===== src/rtl/csi_encoder.sv =====
// csi_encoder: turns a {opcode, parameter} command into a terminal CSI
// byte sequence  ESC '[' [decimal digits] <final>  on a valid/ready byte stream.
// Build option: define CSI_ENCODER_PARAM_EN to emit the decimal parameter;
// without it every sequence is ESC '[' <final>, except opcode 13 (ESC [ 3 ~).
module csi_encoder (
    input  logic       clk,
    input  logic       _rst,
    input  logic       cmd_valid,
    input  logic [3:0] cmd_op,
    input  logic [6:0] cmd_param,
    output logic       cmd_ready,
    output logic [7:0] out_data,
    output logic       out_valid,
    input  logic       out_ready,
    output logic       busy,
    output logic       done,
    output logic       err
);

    typedef enum logic [2:0] {IDLE, ESC, BRK, HUND, TENS, ONES, FINAL} state_t;

    localparam logic [7:0] ASCII_ESC   = 8'd27;
    localparam logic [7:0] ASCII_BRK   = 8'd91;
    localparam logic [7:0] ASCII_ZERO  = 8'd48;
    localparam logic [7:0] ASCII_THREE = 8'd51;
    localparam logic [3:0] OP_DEL      = 4'd13;

    state_t     state;
    logic [7:0] final_q;   // final byte of the accepted command
    logic [7:0] ones_q;    // last digit byte
    logic [1:0] ndig_q;    // number of digit bytes still to be emitted after '['
    logic [7:0] final_w;
    logic [7:0] ones_w;
    logic [1:0] ndig_w;
    logic       reserved_w;

    // Final-byte lookup; reserved opcodes never reach the FINAL state.
    function automatic logic [7:0] final_byte(input logic [3:0] op);
        case (op)
            4'd0:    return 8'd67;   // C
            4'd1:    return 8'd68;   // D
            4'd2:    return 8'd69;   // E
            4'd3:    return 8'd70;   // F
            4'd4:    return 8'd71;   // G
            4'd5:    return 8'd72;   // H
            4'd6:    return 8'd74;   // J
            4'd7:    return 8'd75;   // K
            4'd8:    return 8'd83;   // S
            4'd9:    return 8'd84;   // T
            4'd10:   return 8'd102;  // f
            4'd11:   return 8'd115;  // s
            4'd12:   return 8'd117;  // u
            4'd13:   return 8'd126;  // ~
            default: return 8'd0;
        endcase
    endfunction

    assign reserved_w = (cmd_op >= 4'd14);
    assign final_w    = final_byte(cmd_op);
    assign cmd_ready  = (state == IDLE);
    assign busy       = ~cmd_ready;

`ifdef CSI_ENCODER_PARAM_EN
    logic [7:0] hund_q;
    logic [7:0] tens_q;
    logic [7:0] hund_w;
    logic [7:0] tens_w;
    logic [6:0] eff_param;
    logic [6:0] rem_w;
    logic [6:0] tens_val;
    logic [6:0] ones_val;

    // Split the incoming parameter into ASCII digits so they can be latched at acceptance.
    always_comb begin
        // NOTE: every output of a combinational block gets a default first; a path that
        // leaves one unassigned would infer a latch.
        eff_param = cmd_param;
        rem_w     = 7'd0;
        tens_val  = 7'd0;
        ones_val  = 7'd0;
        hund_w    = ASCII_ZERO;
        tens_w    = ASCII_ZERO;
        ones_w    = ASCII_ZERO;
        ndig_w    = 2'd0;
        // Opcodes 11 and 12 never carry a parameter.
        if (cmd_op == 4'd11 || cmd_op == 4'd12)
            eff_param = 7'd0;
        rem_w    = (eff_param >= 7'd100) ? (eff_param - 7'd100) : eff_param;
        tens_val = rem_w / 7'd10;
        ones_val = rem_w % 7'd10;
        hund_w   = (eff_param >= 7'd100) ? 8'd49 : ASCII_ZERO;
        tens_w   = ASCII_ZERO + {1'b0, tens_val};
        if (cmd_op == OP_DEL) begin
            // Delete key is always ESC [ 3 ~ regardless of the parameter.
            ones_w = ASCII_THREE;
            ndig_w = 2'd1;
        end else begin
            ones_w = ASCII_ZERO + {1'b0, ones_val};
            if (eff_param >= 7'd100)     ndig_w = 2'd3;
            else if (eff_param >= 7'd10) ndig_w = 2'd2;
            else if (eff_param != 7'd0)  ndig_w = 2'd1;
            else                         ndig_w = 2'd0;
        end
    end
`else
    logic unused_param;
    assign unused_param = ^cmd_param;
    // Only the delete key carries a digit when parameters are disabled.
    assign ones_w = ASCII_THREE;
    assign ndig_w = (cmd_op == OP_DEL) ? 2'd1 : 2'd0;
`endif

    // Sequencer: accept in IDLE, then step ESC -> BRK -> digits -> FINAL on each byte transfer.
    always_ff @(posedge clk or negedge _rst) begin
        if (!_rst) begin
            state     <= IDLE;
            out_valid <= 1'b0;
            out_data  <= 8'd0;
            done      <= 1'b0;
            err       <= 1'b0;
            final_q   <= 8'd0;
            ones_q    <= 8'd0;
            ndig_q    <= 2'd0;
`ifdef CSI_ENCODER_PARAM_EN
            hund_q    <= 8'd0;
            tens_q    <= 8'd0;
`endif
        end else begin
            // NOTE: state is updated with non-blocking assignments so every register
            // samples the pre-edge values of the others, whatever the statement order.
            done <= 1'b0;
            err  <= 1'b0;
            case (state)
                IDLE: begin
                    if (cmd_valid) begin
                        if (reserved_w) begin
                            err <= 1'b1;
                        end else begin
                            state     <= ESC;
                            out_valid <= 1'b1;
                            out_data  <= ASCII_ESC;
                            final_q   <= final_w;
                            ones_q    <= ones_w;
                            ndig_q    <= ndig_w;
`ifdef CSI_ENCODER_PARAM_EN
                            hund_q    <= hund_w;
                            tens_q    <= tens_w;
`endif
                        end
                    end
                end
                ESC: begin
                    if (out_ready) begin
                        state    <= BRK;
                        out_data <= ASCII_BRK;
                    end
                end
                BRK: begin
                    if (out_ready) begin
                        case (ndig_q)
`ifdef CSI_ENCODER_PARAM_EN
                            2'd3: begin state <= HUND; out_data <= hund_q; end
                            2'd2: begin state <= TENS; out_data <= tens_q; end
`endif
                            2'd1:    begin state <= ONES;  out_data <= ones_q;  end
                            default: begin state <= FINAL; out_data <= final_q; end
                        endcase
                    end
                end
`ifdef CSI_ENCODER_PARAM_EN
                HUND: begin
                    if (out_ready) begin
                        state    <= TENS;
                        out_data <= tens_q;
                    end
                end
                TENS: begin
                    if (out_ready) begin
                        state    <= ONES;
                        out_data <= ones_q;
                    end
                end
`endif
                ONES: begin
                    if (out_ready) begin
                        state    <= FINAL;
                        out_data <= final_q;
                    end
                end
                FINAL: begin
                    if (out_ready) begin
                        state     <= IDLE;
                        out_valid <= 1'b0;
                        out_data  <= 8'd0;
                        done      <= 1'b1;
                    end
                end
                default: begin
                    state     <= IDLE;
                    out_valid <= 1'b0;
                    out_data  <= 8'd0;
                end
            endcase
        end
    end

endmodule


===== config.mk =====
export PLATFORM = sky130hd
export DESIGN_NAME = csi_encoder
export DESIGN_NICKNAME = d
export VERILOG_FILES = /design/src/rtl/csi_encoder.sv
export SDC_FILE = /design/constraint.sdc
export NUM_CORES = 1
export LEC_CHECK = 0
export ABC_AREA = 1
export CORE_UTILIZATION = 42
export CTS_BUF_LIST = sky130_fd_sc_hd__clkbuf_16
export CTS_CLUSTER_DIAMETER = 30
export DETAILED_ROUTE_END_ITERATION = 16
export HOLD_SLACK_MARGIN = 0.1
export PLACE_DENSITY = 0.76
export SYNTH_ARGS = -nofsm -noshare
export SYNTH_HDL_FRONTEND = slang
export SYNTH_SLANG_ARGS = --single-unit

===== constraint.sdc =====
create_clock -name clk -period 1.7 [get_ports clk]
set_input_delay 0.34 -clock clk [delete_from_list [all_inputs] [get_ports clk]]
set_output_delay 0.34 -clock clk [all_outputs]
set_load 0.05 [all_outputs]

==> flow_summary.toml, run 1 <==
[logic_synthesis]
ys_seq_area_frac = 0.397
syn_area_sq_mm = 0.00139
yosysWarnings = 0
ys_seq_elements = 22
syn_avg_cell_area_sq_um = 7.45
syn_nets = 208
synth_cell_types = 25
synth_cells = 186

[sta]
whs_ps = 437
fmax_ghz = 0.615
period_needed_ps = 1630
rsz0062_at_grt = "false"
setup_tns_ps = 0
slew_violations = 0
fin_crit_sh = 0.956
finalHoldViolCount = 0
skew_ps = 4.77
setup_viol = 0

[grt]
antenna_found_initial = 0
track_usage = 0.185
grt_pass1_wl_mm = 4.88
grt_max_degree = 23
grt_pass1_vias = 1140
overflow = 0

[cts]
cts_tree = "done"
cts.path.max_buffers = 2
clk_latency_ps = 260
clock-sinks = 22
cts_root_buf = "clkbuf_16"
clk_pin_slew_worst_paths_ps = 60
cts_htree_levels = 1
cts_buffers = 3

[route]
drtIter0Drc = 39
drtAntennaViolNets = 0
vias = 1206
drt-pass1-iter-count = 4
wl_per_cell_um = 10.1
wirelength_mm = 2.66
viasPerCell = 4.57
drcViolationCount = 0

[cells_and_area]
nFillCells = 320
fin_cells = 264
insertedDiodeCount = 0
area_delta_synth_final_pct = 30.5
finalNetCount = 243
drive_above_1_share = 0.223
layout.area.seq_sq_um = 551
design_area_sq_mm = 0.00181
multi_input_area_sq_um = 734

[min_path]
holdCritPathClass = "input port to async pin"

[worst_setup_path]
endpoint_kind = "primary output"
critPathRequiredTime_ps = 1360
timing.critical_path.from_type = "flop"
worstSetupPathType = "flop to primary output"
crit_arrival_ps = 1290
cp_max_fo = 5

[die]
boundaryPins = 28
coreArea_sq_mm = 0.00310
die_w_um = 59.4
fp-row-count = 20
initial_core_util = 0.446
die_area_sq_mm = 0.00353
fp.dieH_um = 59.4

[flow_run]
drv_cap = 0

[place]
dp_cells = 257
dp_hpwl_mm = 1.99
gp_congestion = 0.805
postPlaceCellArea_sq_mm = 0.00169
io_buffer_count = 19

[power]
ir_worst_vdd_v = 0.000675
cellPowerDensity_mw_per_mm2 = 1820
power.total_mw = 3.28
p_leak_nw = 0.962

[outcome]
outcome = "finished clean"
worst max-delay path, cell delays in order, from the launching register on:
cell,delay [ps]
dfrtp_1,430
inv_2,110
nand2_4,90
nor2_8,160
inv_1,90
buf_12,150
metrics by stage:
| stage | util | worst slack, ps |
|---|---|---|
| 4_1_cts | 0.569 | 12.8 |
| 5_1_grt | 0.583 | 19.5 |
| 2_1_floorplan | - | 213 |
| 6_report | 0.583 | 74.4 |
| 3_5_place_dp | 0.543 | -179 |
| 3_3_place_gp | 0.543 | -144 |
logic make-up (layout without fill, tap and decap cells):
family | Yosys count | after routing | synth area share
AND/OR/NAND/NOR | 113 | 113 | 0.377
other | 1 | 1 | 0.00271
AO/OA/AOI/OAI | 20 | 20 | 0.0777
adder cells (fa/ha/maj) | 7 | 7 | 0.0632
buffers and inverters | 23 | 57 | 0.0822
flip-flops | 22 | 22 | 0.397
cell type report:
cell class,instances,area share
multi-input combinational,141,0.406
clock inverter,1,0.00208
inverter,17,0.0408
clock buffer,3,0.0415
sequential,22,0.304
tap,44,0.0304
timing repair buffer,36,0.174
path summary, 6_finish.rpt:
check	from	endpoint	slack, ps	cells after the start
max	state[1]$_DFFE_PN0P_	busy	70	5
min	_rst	out_data[3]$_DFFE_PN0P_	440	2
max reg2reg	state[1]$_DFFE_PN0P_	state[1]$_DFFE_PN0P_	270	8
min reg2reg	out_data[5]$_DFFE_PN0P_	out_data[5]$_DFFE_PN0P_	470	2
max in group asynchronous	_rst	final_q[1]$_DFFE_PN0P_	1040	2
min in group clk	out_data[5]$_DFFE_PN0P_	out_data[5]$_DFFE_PN0P_	470	2
layer usage:
| layer | up-vias | GRT usage | routed length [um] |
|---|---|---|---|
| met5 | - | 0 | 0 |
| met4 | 0 | 0.0918 | 52 |
| met3 | 5 | 0.0262 | 60 |
| met2 | 20 | 0.316 | 1300 |
| met1 | 528 | 0.227 | 1250 |
| li1 | 653 | - | - |
cells in the mapped netlist:
| cell | number | area, sq um |
|---|---|---|
| a21oi_1 | 2 | 10.0 |
| buf_4 | 4 | 30.0 |
| buf_6 | 1 | 11.3 |
| clkbuf_1 | 1 | 3.75 |
| clkinv_4 | 1 | 8.76 |
| conb_1 | 1 | 3.75 |
| dfrtp_1 | 22 | 551 |
| ha_1 | 7 | 87.6 |
| inv_1 | 14 | 52.6 |
| inv_2 | 2 | 7.51 |
| nand2_1 | 71 | 267 |
| nand2_2 | 4 | 25.0 |
| nand2_4 | 3 | 33.8 |
| nand3_1 | 20 | 100 |
| nand3_4 | 1 | 17.5 |
| nor2_1 | 9 | 33.8 |
| nor2_2 | 2 | 12.5 |
| nor2_8 | 1 | 20.0 |
| o211ai_1 | 1 | 7.51 |
| o21ai_0 | 13 | 65.1 |
| o21ai_1 | 2 | 10.0 |
| o21bai_1 | 1 | 7.51 |
| o31ai_1 | 1 | 7.51 |
| or2_1 | 1 | 6.26 |
| or2_2 | 1 | 6.26 |
power by group:
| group | switching (mW) | total, mW | internal, mW |
|---|---|---|---|
| Combinational | 1.19 | 1.88 | 0.691 |
| Clock | 0.191 | 0.505 | 0.314 |
| Sequential | 0.163 | 0.895 | 0.731 |
flip-flops by register name, indices dropped and copies added (netlist names):
register	flops
final_q	7
ones_q	1
state	3
err	1
out_valid	1
ndig_q	1
done	1
out_data	7
cell usage in the layout, fill, tap and decap left out:
cell type / instances
clkinv_4: 1
buf_4: 27
o21ai_0: 13
o21bai_1: 1
inv_6: 1
o211ai_1: 1
o21ai_1: 2
ha_1: 7
nand2_8: 1
nor2_1: 9
nor2_8: 1
clkinv_1: 1
or2_1: 1
inv_1: 12
a21oi_1: 2
nand2_4: 3
conb_1: 1
or2_2: 1
nand3_1: 20
buf_12: 2
nor2_2: 2
o31ai_1: 1
inv_2: 3
nand3_4: 1
dfrtp_1: 22
nand2_1: 71
nand2_2: 3
dlymetal6s2s_1: 1
clkdlybuf4s50_1: 6
clkbuf_16: 3
timing repair:
item	in CTS	in global routing
setup buffers	0	3
hold buffers	0	0
endpoints found under the setup margin	0	16
gates resized for setup	0	7
Note: power is estimated with default switching activity, not from simulation.
==> run 2: changes to the inputs <==
--- a/config.mk
+++ b/config.mk
@@ -9,6 +9,7 @@
 export CORE_UTILIZATION = 42
 export CTS_BUF_LIST = sky130_fd_sc_hd__clkbuf_16
 export CTS_CLUSTER_DIAMETER = 30
+export CTS_CLUSTER_SIZE = 8
 export DETAILED_ROUTE_END_ITERATION = 16
 export HOLD_SLACK_MARGIN = 0.1
 export PLACE_DENSITY = 0.76
==> results of run 2 <==
The final DEF is identical to that of run 1; final timing and power are the same.
==> run 3: changes to the inputs <==
--- a/config.mk
+++ b/config.mk
@@ -6,6 +6,7 @@
 export NUM_CORES = 1
 export LEC_CHECK = 0
 export ABC_AREA = 1
+export CORE_MARGIN = 2
 export CORE_UTILIZATION = 42
 export CTS_BUF_LIST = sky130_fd_sc_hd__clkbuf_16
 export CTS_CLUSTER_DIAMETER = 30
@@ -13,6 +14,7 @@
 export DETAILED_ROUTE_END_ITERATION = 16
 export HOLD_SLACK_MARGIN = 0.1
 export PLACE_DENSITY = 0.76
+export SKIP_CTS_REPAIR_TIMING = 1
 export SYNTH_ARGS = -nofsm -noshare
 export SYNTH_HDL_FRONTEND = slang
 export SYNTH_SLANG_ARGS = --single-unit
==> run 3 against run 2 <==
Net effect: combinational power hardly changed; critical path depth did not move; sequential power about the same; cell count rose by 0.38%; largest cell class unchanged; die area rose by 6.8%; count of clock-buffer cells in the layout is the same; highest routed layer unchanged; cell area hardly changed; clock power down 1%; hold slack lost 14 ps; maximum frequency is 0.13% lower; sequential cell count is the same.
==> flow_summary.toml, run 3 (synthesis gave the netlist of run 1 again) <==
[grt]
grt_max_degree = 23
grt_pass1_vias = 1103
antenna_found_initial = 0
track_usage = 0.173
overflow = 0
grt_pass1_wl_mm = 4.75

[sta]
finalHoldViolCount = 0
period_needed_ps = 1630
fin_crit_sh = 0.958
skew_ps = 2.75
slew_violations = 0
setup_viol = 0
fmax_ghz = 0.614

[worst_setup_path]
cp.buffers_inverters = 3
timing.critical_path.from_type = "flop"
worstSetupPathType = "flop to primary output"
crit_start = "state[1]$_DFFE_PN0P_"
reg2reg_setup_slack_ps = 330
cp_top_family = "flip-flops"
crit_chain = "inv_2 > nand2_4 > nor2_8 > inv_2 > buf_12"
r2r-start = "state[1]$_DFFE_PN0P_"
cp_max_fo = 6
path_common_cell = "inv_2"
max_stage_delay_ps = 440
endpoint_kind = "primary output"
slowest_stage = "dfrtp_2"
crit_arrival_ps = 1290
critPathRequiredTime_ps = 1360

[place]
postPlaceCellArea_sq_mm = 0.00169
dp_hpwl_mm = 2.07
gp_congestion = 0.798
io_buffer_count = 19

[route]
drtAntennaViolNets = 0
vias = 1233
wirelength_mm = 2.87
wl_per_cell_um = 10.8
drtIter0Drc = 45
drt-pass1-iter-count = 4
drcViolationCount = 0
viasPerCell = 4.65

[min_path]
holdCritPathClass = "input port to async pin"

[die]
initial_core_util = 0.446
fp-row-count = 20
die_area_sq_mm = 0.00377
coreArea_sq_mm = 0.00310
die_w_um = 61.4
fp.dieH_um = 61.4
boundaryPins = 28

[cells_and_area]
insertedDiodeCount = 0
finalNetCount = 244
drive_above_1_share = 0.235
mostFrequentLayoutCell = "nand2_1"
final_util = 0.582
reg_top3 = "final_q: 7 flops, out_data: 7 flops, state: 3 flops"
nFillCells = 303
design_area_sq_mm = 0.00181
final_cell_mix = "nand2_1, buf_4, dfrtp_1, nand3_1, o21ai_0"
area_delta_synth_final_pct = 30.4

[cts]
cts.path.max_buffers = 2
cts_tree = "done"
clock-sinks = 22
cts_buffers = 3
cts_htree_levels = 1
clk_pin_slew_worst_paths_ps = 60
cts_root_buf = "clkbuf_16"
clk_latency_ps = 260

[flow_run]
drv_cap = 0

[power]
p_leak_nw = 0.954
cellPowerDensity_mw_per_mm2 = 1810
power.total_mw = 3.27
ir_worst_vdd_v = 0.000728

[outcome]
outcome = "finished clean"
==> run 3: cell count changes in the layout (fill, tap and decap cells not counted), sizes merged <==
cell           change
nand3              +1
buf                -1
inv                +1
dlymetal6s2s       -1
clkdlybuf4s50      +1
==> run 3: area by class of cell <==
| cell class | instances | area, sq um | share of cell area |
|---|---|---|---|
| multi-input combinational | 142 | 736 | 0.407 |
| timing repair buffer | 35 | 305 | 0.169 |
| tap | 44 | 55.1 | 0.0305 |
| timing repair inverter | 1 | 6.26 | 0.00346 |
| clock inverter | 1 | 3.75 | 0.00208 |
| inverter | 17 | 73.8 | 0.0409 |
| sequential | 22 | 552 | 0.305 |
| clock buffer | 3 | 75.1 | 0.0416 |
==> run 3: stage by stage <==
stage / setup WS (ps) / TNS (ps) / cells / hold WS (ps)
finish: 72.2 / 0 / 265 / 423
global route: -5.40 / -5.40 / 265 / 468
CTS: -6.02 / -6.02 / 261 / 433
detailed placement: -179 / -2930 / 257 / 462
global placement: -145 / -2260 / 257 / 455
floorplan: 213 / 0 / 186 / 44.4
==> run 3: final timing paths <==
kind,end,cells past startpoint
max,busy,5
min,out_data[0]$_DFFE_PN0P_,2
min reg2reg,out_data[5]$_DFFE_PN0P_,2
max in group asynchronous,state[1]$_DFFE_PN0P_,2
max reg2reg,final_q[6]$_DFFE_PN0P_,8
min in group clk,out_data[5]$_DFFE_PN0P_,2
==> run 3: per-layer routing <==
| layer | global-route usage | vias to the layer above | share of wire |
|---|---|---|---|
| met2 | 0.290 | 27 | 0.52 |
| met5 | 0 | - | 0 |
| li1 | - | 659 | - |
| met1 | 0.207 | 542 | 0.43 |
| met4 | 0.112 | 0 | 0.029 |
| met3 | 0.0210 | 5 | 0.028 |
==> run 3: worst register-to-register path: cells and delay by family (launching register included) <==
family | cells | cell delay, ps
AND/OR/NAND/NOR | 4 | 450
flip-flops | 1 | 440
buffers and inverters | 3 | 350
AO/OA/AOI/OAI | 1 | 70
==> run 3: where the power goes <==
group / internal, mW / total (mW) / switching (mW)
Combinational: 0.672 / 1.88 / 1.21
Sequential: 0.734 / 0.894 / 0.160
Clock: 0.314 / 0.498 / 0.184
Total: 1.72 / 3.27 / 1.55
